--- src/rtl/fir_decim_out.sv ---
// fir_decim_out: output decimator and small elastic FIFO behind an FIR.
// A sample is kept when it arrives at phase 0 of a free-running (en-driven)
// phase counter. Kept samples are queued in a DEPTH-entry FIFO. The consumer
// drains the FIFO with a valid/ready handshake. A kept sample that finds the
// FIFO full is dropped, and the sticky overflow flag records the drop.
module fir_decim_out #(
  parameter int DATA_W = 10,
  parameter int DECIM  = 4,
  parameter int DEPTH  = 4
) (
  input  logic                       clk,
  input  logic                       rst_b,
  input  logic                       en,
  input  logic signed [DATA_W-1:0]   data_in,
  output logic                       out_valid,
  input  logic                       out_ready,
  output logic signed [DATA_W-1:0]   out_data,
  output logic [$clog2(DEPTH):0]     fill,
  output logic                       overflow,
  input  logic                       clr_ovf
);

  localparam int PH_W   = (DECIM > 1) ? $clog2(DECIM) : 1;
  localparam int PTR_W  = $clog2(DEPTH);
  localparam int FILL_W = PTR_W + 1;

  localparam logic [PH_W-1:0]   PH_LAST  = PH_W'(DECIM - 1);
  localparam logic [FILL_W-1:0] FILL_MAX = FILL_W'(DEPTH);

  // Registered state and its next-state values.
  logic [PH_W-1:0]   phase_q,    phase_d;
  logic [PTR_W-1:0]  wr_ptr_q,   wr_ptr_d;
  logic [PTR_W-1:0]  rd_ptr_q,   rd_ptr_d;
  logic [FILL_W-1:0] fill_q,     fill_d;
  logic              overflow_q, overflow_d;

  // FIFO storage.
  logic signed [DATA_W-1:0] mem_q [DEPTH];

  // Per-cycle decisions.
  logic keep;      // this en sample falls on phase 0
  logic full;      // FIFO holds DEPTH samples
  logic pop;       // head is transferred to the consumer
  logic push_ok;   // kept sample is written into the FIFO
  logic drop;      // kept sample is lost because the FIFO is full

  // Decide keep / pop / push / drop for this cycle.
  always_comb begin
    keep    = en && (phase_q == '0);
    full    = (fill_q == FILL_MAX);
    pop     = (fill_q != '0) && out_ready;
    // A pop in the same cycle frees a slot, so a full FIFO still accepts.
    push_ok = keep && (!full || pop);
    drop    = keep && full && !pop;
  end

  // Next-state logic for phase, pointers, occupancy and the sticky flag.
  always_comb begin
    phase_d    = phase_q;
    wr_ptr_d   = wr_ptr_q;
    rd_ptr_d   = rd_ptr_q;
    fill_d     = fill_q;
    overflow_d = overflow_q;

    // The phase follows en only; a drop does not disturb the cadence.
    if (en) begin
      phase_d = (phase_q == PH_LAST) ? '0 : phase_q + 1'b1;
    end

    // Pointers are PTR_W wide and DEPTH is a power of two, so they wrap
    // modulo DEPTH by themselves.
    if (push_ok) begin
      wr_ptr_d = wr_ptr_q + 1'b1;
    end
    if (pop) begin
      rd_ptr_d = rd_ptr_q + 1'b1;
    end

    unique case ({push_ok, pop})
      2'b10:   fill_d = fill_q + 1'b1;
      2'b01:   fill_d = fill_q - 1'b1;
      default: fill_d = fill_q;
    endcase

    // A drop wins over a clear in the same cycle.
    if (drop) begin
      overflow_d = 1'b1;
    end else if (clr_ovf) begin
      overflow_d = 1'b0;
    end
  end

  // Control state register with synchronous active-low reset.
  // NOTE: sequential state uses non-blocking assignments only, so every flop
  // samples the pre-edge values of its neighbours.
  always_ff @(posedge clk) begin
    if (!rst_b) begin
      phase_q    <= '0;
      wr_ptr_q   <= '0;
      rd_ptr_q   <= '0;
      fill_q     <= '0;
      overflow_q <= 1'b0;
    end else begin
      phase_q    <= phase_d;
      wr_ptr_q   <= wr_ptr_d;
      rd_ptr_q   <= rd_ptr_d;
      fill_q     <= fill_d;
      overflow_q <= overflow_d;
    end
  end

  // FIFO write port; entries are only ever read while they hold valid data.
  // NOTE: the storage array is deliberately not reset; fill_q and the
  // pointers define which entries are meaningful, and out_data is forced to
  // zero while the FIFO is empty.
  always_ff @(posedge clk) begin
    if (rst_b && push_ok) begin
      mem_q[wr_ptr_q] <= data_in;
    end
  end

  // Outputs come from registered state only.
  always_comb begin
    out_valid = (fill_q != '0);
    out_data  = out_valid ? mem_q[rd_ptr_q] : '0;
    fill      = fill_q;
    overflow  = overflow_q;
  end

endmodule
--- config.mk ---
export PLATFORM = sky130hd
export DESIGN_NAME = fir_decim_out
export DESIGN_NICKNAME = d
export VERILOG_FILES = /design/src/rtl/fir_decim_out.sv
export SDC_FILE = /design/constraint.sdc
export NUM_CORES = 1
export LEC_CHECK = 0
export CORE_MARGIN = 4
export CORE_UTILIZATION = 27
export DETAILED_ROUTE_END_ITERATION = 7
export MAX_ROUTING_LAYER = met4
export PLACE_DENSITY = 0.47
export SETUP_SLACK_MARGIN = 0.02
export SLEW_MARGIN = 25
export SYNTH_ARGS = -nofsm -noshare
export SYNTH_HDL_FRONTEND = slang
export SYNTH_SLANG_ARGS = --single-unit
--- constraint.sdc ---
create_clock -name clk -period 2.22 [get_ports clk]
set_input_delay 0.333 -clock clk [delete_from_list [all_inputs] [get_ports clk]]
set_output_delay 0.333 -clock clk [all_outputs]
set_load 0.01 [all_outputs]
==> flow_metrics.py <==
metrics = {
    "global_route": {
        "grt_max_degree": 17,
        "track_usage_pct": 9.08,
        "grt_overflow": 0,
        "antenna_found_initial": 0,
        "grt_pass1_wl_um": 6740,
        "grt_pass1_vias": 1350,
    },
    "cts": {
        "cts.htree.levels": 2,
        "tritoncts": "yes",
        "clk_latency_ps": 300,
        "path_clk_slew_ps": 90,
        "clock_sinks": 52,
        "cts_hold_buf": 0,
        "clock_tree.root_cell": "clkbuf_8",
        "numCtsBuffers": 5,
        "clock_path_buffers": 2,
    },
    "power_and_ir_drop": {
        "p_leak_nw": 1.05,
        "ir_drop_mv": 0.404,
        "powerDensity_mw_per_mm2": 892,
        "power_mw": 2.59,
    },
    "synthesis": {
        "synth_ff_type": "edfxtp_1",
        "ys_types": 43,
        "syn_inst": 150,
        "netlist_area_sq_mm": 0.00229,
        "seq_area_frac_synth_pct": 63.1,
        "yosys_warnings": 0,
        "synthArstFlopShare_pct": 0,
        "synth_edf_count": 40,
        "synth_nets": 172,
        "ys_ff_latch": 52,
        "avgSynthCellArea_sq_um": 15.2,
    },
    "detailed_routing": {
        "drc": 0,
        "drt-pass1-iter-count": 4,
        "wl_met1_um": 1890,
        "routed_wl_um": 4300,
        "viasPerCell": 4.53,
        "wl_met2_um": 2160,
        "ant_nets": 0,
        "vias": 1355,
        "top_layer": "met4",
        "routedWlPerCell_um": 14.4,
        "initialDrtViolationCount": 61,
        "wl_met3_um": 190,
    },
    "floorplan": {
        "dieArea_sq_mm": 0.0100,
        "fp.dieH_um": 100,
        "std_cell_rows": 33,
        "die_w_um": 100,
        "core_region_area_sq_mm": 0.00822,
        "io_pins": 30,
        "start_util_pct": 27.8,
    },
    "worst_hold_path": {
        "hold_start": "wr_ptr_q[1]$_SDFFE_PN0P_",
        "hold_class": "flip-flop to flip-flop",
    },
    "final_layout": {
        "fin_cells": 299,
        "drive_gt1_share_pct": 20.1,
        "syn_to_final_growth_pct": 26.9,
        "nets": 215,
        "final_util_pct": 35.3,
        "diodes": 0,
    },
    "critical_path": {
        "crit_fanout": 7,
        "r2r-start": "phase_q[0]$_SDFFE_PN0P_",
        "cp.arrival_ps": 1790,
        "end_kind": "output pin",
        "slowest_delay_ps": 480,
        "worstPathRequired_ps": 1890,
        "critPathLaunchType": "flip-flop",
        "worstPathCellList": "buf_12 -> buf_4 -> mux4_2 -> and2_1 -> dlygate4sd2_1",
        "crit_type": "flip-flop to output pin",
        "slowest_stage": "mux4_2",
    },
    "run_status": {
        "outcome": "complete, no violations",
    },
    "flow_run": {
        "max_cap_viol_count": 0,
    },
    "sta": {
        "worst_pin_slew_ps": 523,
        "period_share_pct": 95.7,
        "setup_tns_ps": 0,
        "hold_viol": 0,
        "fmax_mhz": 471,
        "period_needed_ps": 2120,
        "relSlewSlack_pct": 65.2,
        "rsz0062_at_grt": "false",
        "slew_viol_final": 0,
        "finClkSkew_ps": 5.60,
        "setup_viol": 0,
    },
    "place": {
        "gp_congestion": 0.768,
        "dp_hpwl_um": 3000,
        "dp_cells": 284,
        "io_buffers": 29,
    },
}
[worst paths after layout]
check                                                 to  slack, ps  cells past startpoint
worst max-delay path                         out_data[8]        100                      5
worst min-delay path            wr_ptr_q[1]$_SDFFE_PN0P_        530                      2
worst max register to register      fill[2]$_SDFFE_PN0P_        190                      8
worst min register to register  wr_ptr_q[1]$_SDFFE_PN0P_        530                      2
[cell families after synthesis]
| logic type | count (synthesis) | synth area share [%] |
|---|---|---|
| flip-flops | 52 | 63.1 |
| AND/OR/NAND/NOR | 40 | 11.1 |
| AO/OA/AOI/OAI | 20 | 6.18 |
| buffers and inverters | 16 | 3.34 |
| multiplexers | 13 | 11.4 |
| adder cells (fa/ha/maj) | 7 | 4.16 |
| XOR/XNOR | 2 | 0.766 |
[cell usage after synthesis (2+ instances only)]
| library cell | number | area [sq um] |
|---|---|---|
| xor2_1 | 2 | 17.5 |
| inv_1 | 7 | 26.3 |
| and3_1 | 5 | 31.3 |
| dfxtp_1 | 12 | 240 |
| a21oi_1 | 5 | 25.0 |
| ha_1 | 6 | 75.1 |
| clkbuf_1 | 2 | 7.51 |
| o211ai_1 | 2 | 15.0 |
| mux2i_1 | 2 | 20.0 |
| mux4_2 | 10 | 225 |
| o21ai_0 | 3 | 15.0 |
| and2_1 | 10 | 62.6 |
| and3b_1 | 2 | 17.5 |
| or3_1 | 2 | 12.5 |
| nand2_1 | 2 | 7.51 |
| edfxtp_1 | 40 | 1200 |
| buf_2 | 4 | 20.0 |
| nor2_1 | 9 | 33.8 |
[routing by layer]
metal,vias to the layer above,global-route usage [%]
met1,668,10.9
met5,-,-
li1,651,-
met2,31,14.9
met4,0,3.42
met3,5,2.22
[worst max-delay path, delay by kind of cell, from the launching register on]
| kind | cells | cell delay (ps) |
|---|---|---|
| and+or+nand+nor | 1 | 160 |
| muxes | 1 | 480 |
| DFF | 1 | 350 |
| buffers and inverters | 3 | 510 |
[flip-flops by register name, summed over array words and instances, names as in the netlist, named ones only]
register	cells
mem_q	40
fill	3
phase_q	2
rd_ptr_q	2
wr_ptr_q	2
overflow	1
[cell usage in the layout, fill, tap and decap left out, types with 2 or more instances in the layout]
cell type	n
a21oi_1	5
and2_1	10
and3_1	5
and3b_1	2
buf_4	14
clkbuf_8	5
clkdlybuf4s50_1	19
dfxtp_1	11
dlygate4sd2_1	9
edfxtp_1	40
ha_1	6
inv_1	7
mux2i_1	2
mux4_2	10
nand2_1	2
nor2_1	9
o211ai_1	2
o21ai_0	3
xor2_1	2
[area by class of cell]
cell class	instances	area, sq um
Inverter	7	26.3
Sequential cell	52	1440
Fill cell	798	5320
Timing Repair Buffer	45	415
Clock buffer	6	72.6
Tap cell	105	131
Multi-Input combinational cell	82	773
Clock inverter	2	38.8
[stage by stage]
stage          cell area, sq um  hold slack [ps]  worst slack [ps]
2_1_floorplan              2290              432               277
3_3_place_gp               2740              506               114
3_5_place_dp               2740              527              39.3
4_1_cts                    2870              544              28.6
5_1_grt                    2900              560              21.4
6_report                   2900              533              95.2
[power by group]
| group | switching (mW) | internal [mW] | total, mW |
|---|---|---|---|
| logic | 0.364 | 0.448 | 0.812 |
| clock network | 0.303 | 0.341 | 0.644 |
| registers | 0.0273 | 1.11 | 1.13 |
[timing repair]
item | CTS | global route
endpoints found under the hold margin | 0 | 0
buffers inserted | 3 | 4
gates resized for setup | 13 | 1
gates cloned | 0 | 0
setup endpoints to repair | 10 | 5
No activity file was read; power rests on OpenSTA's default activity.
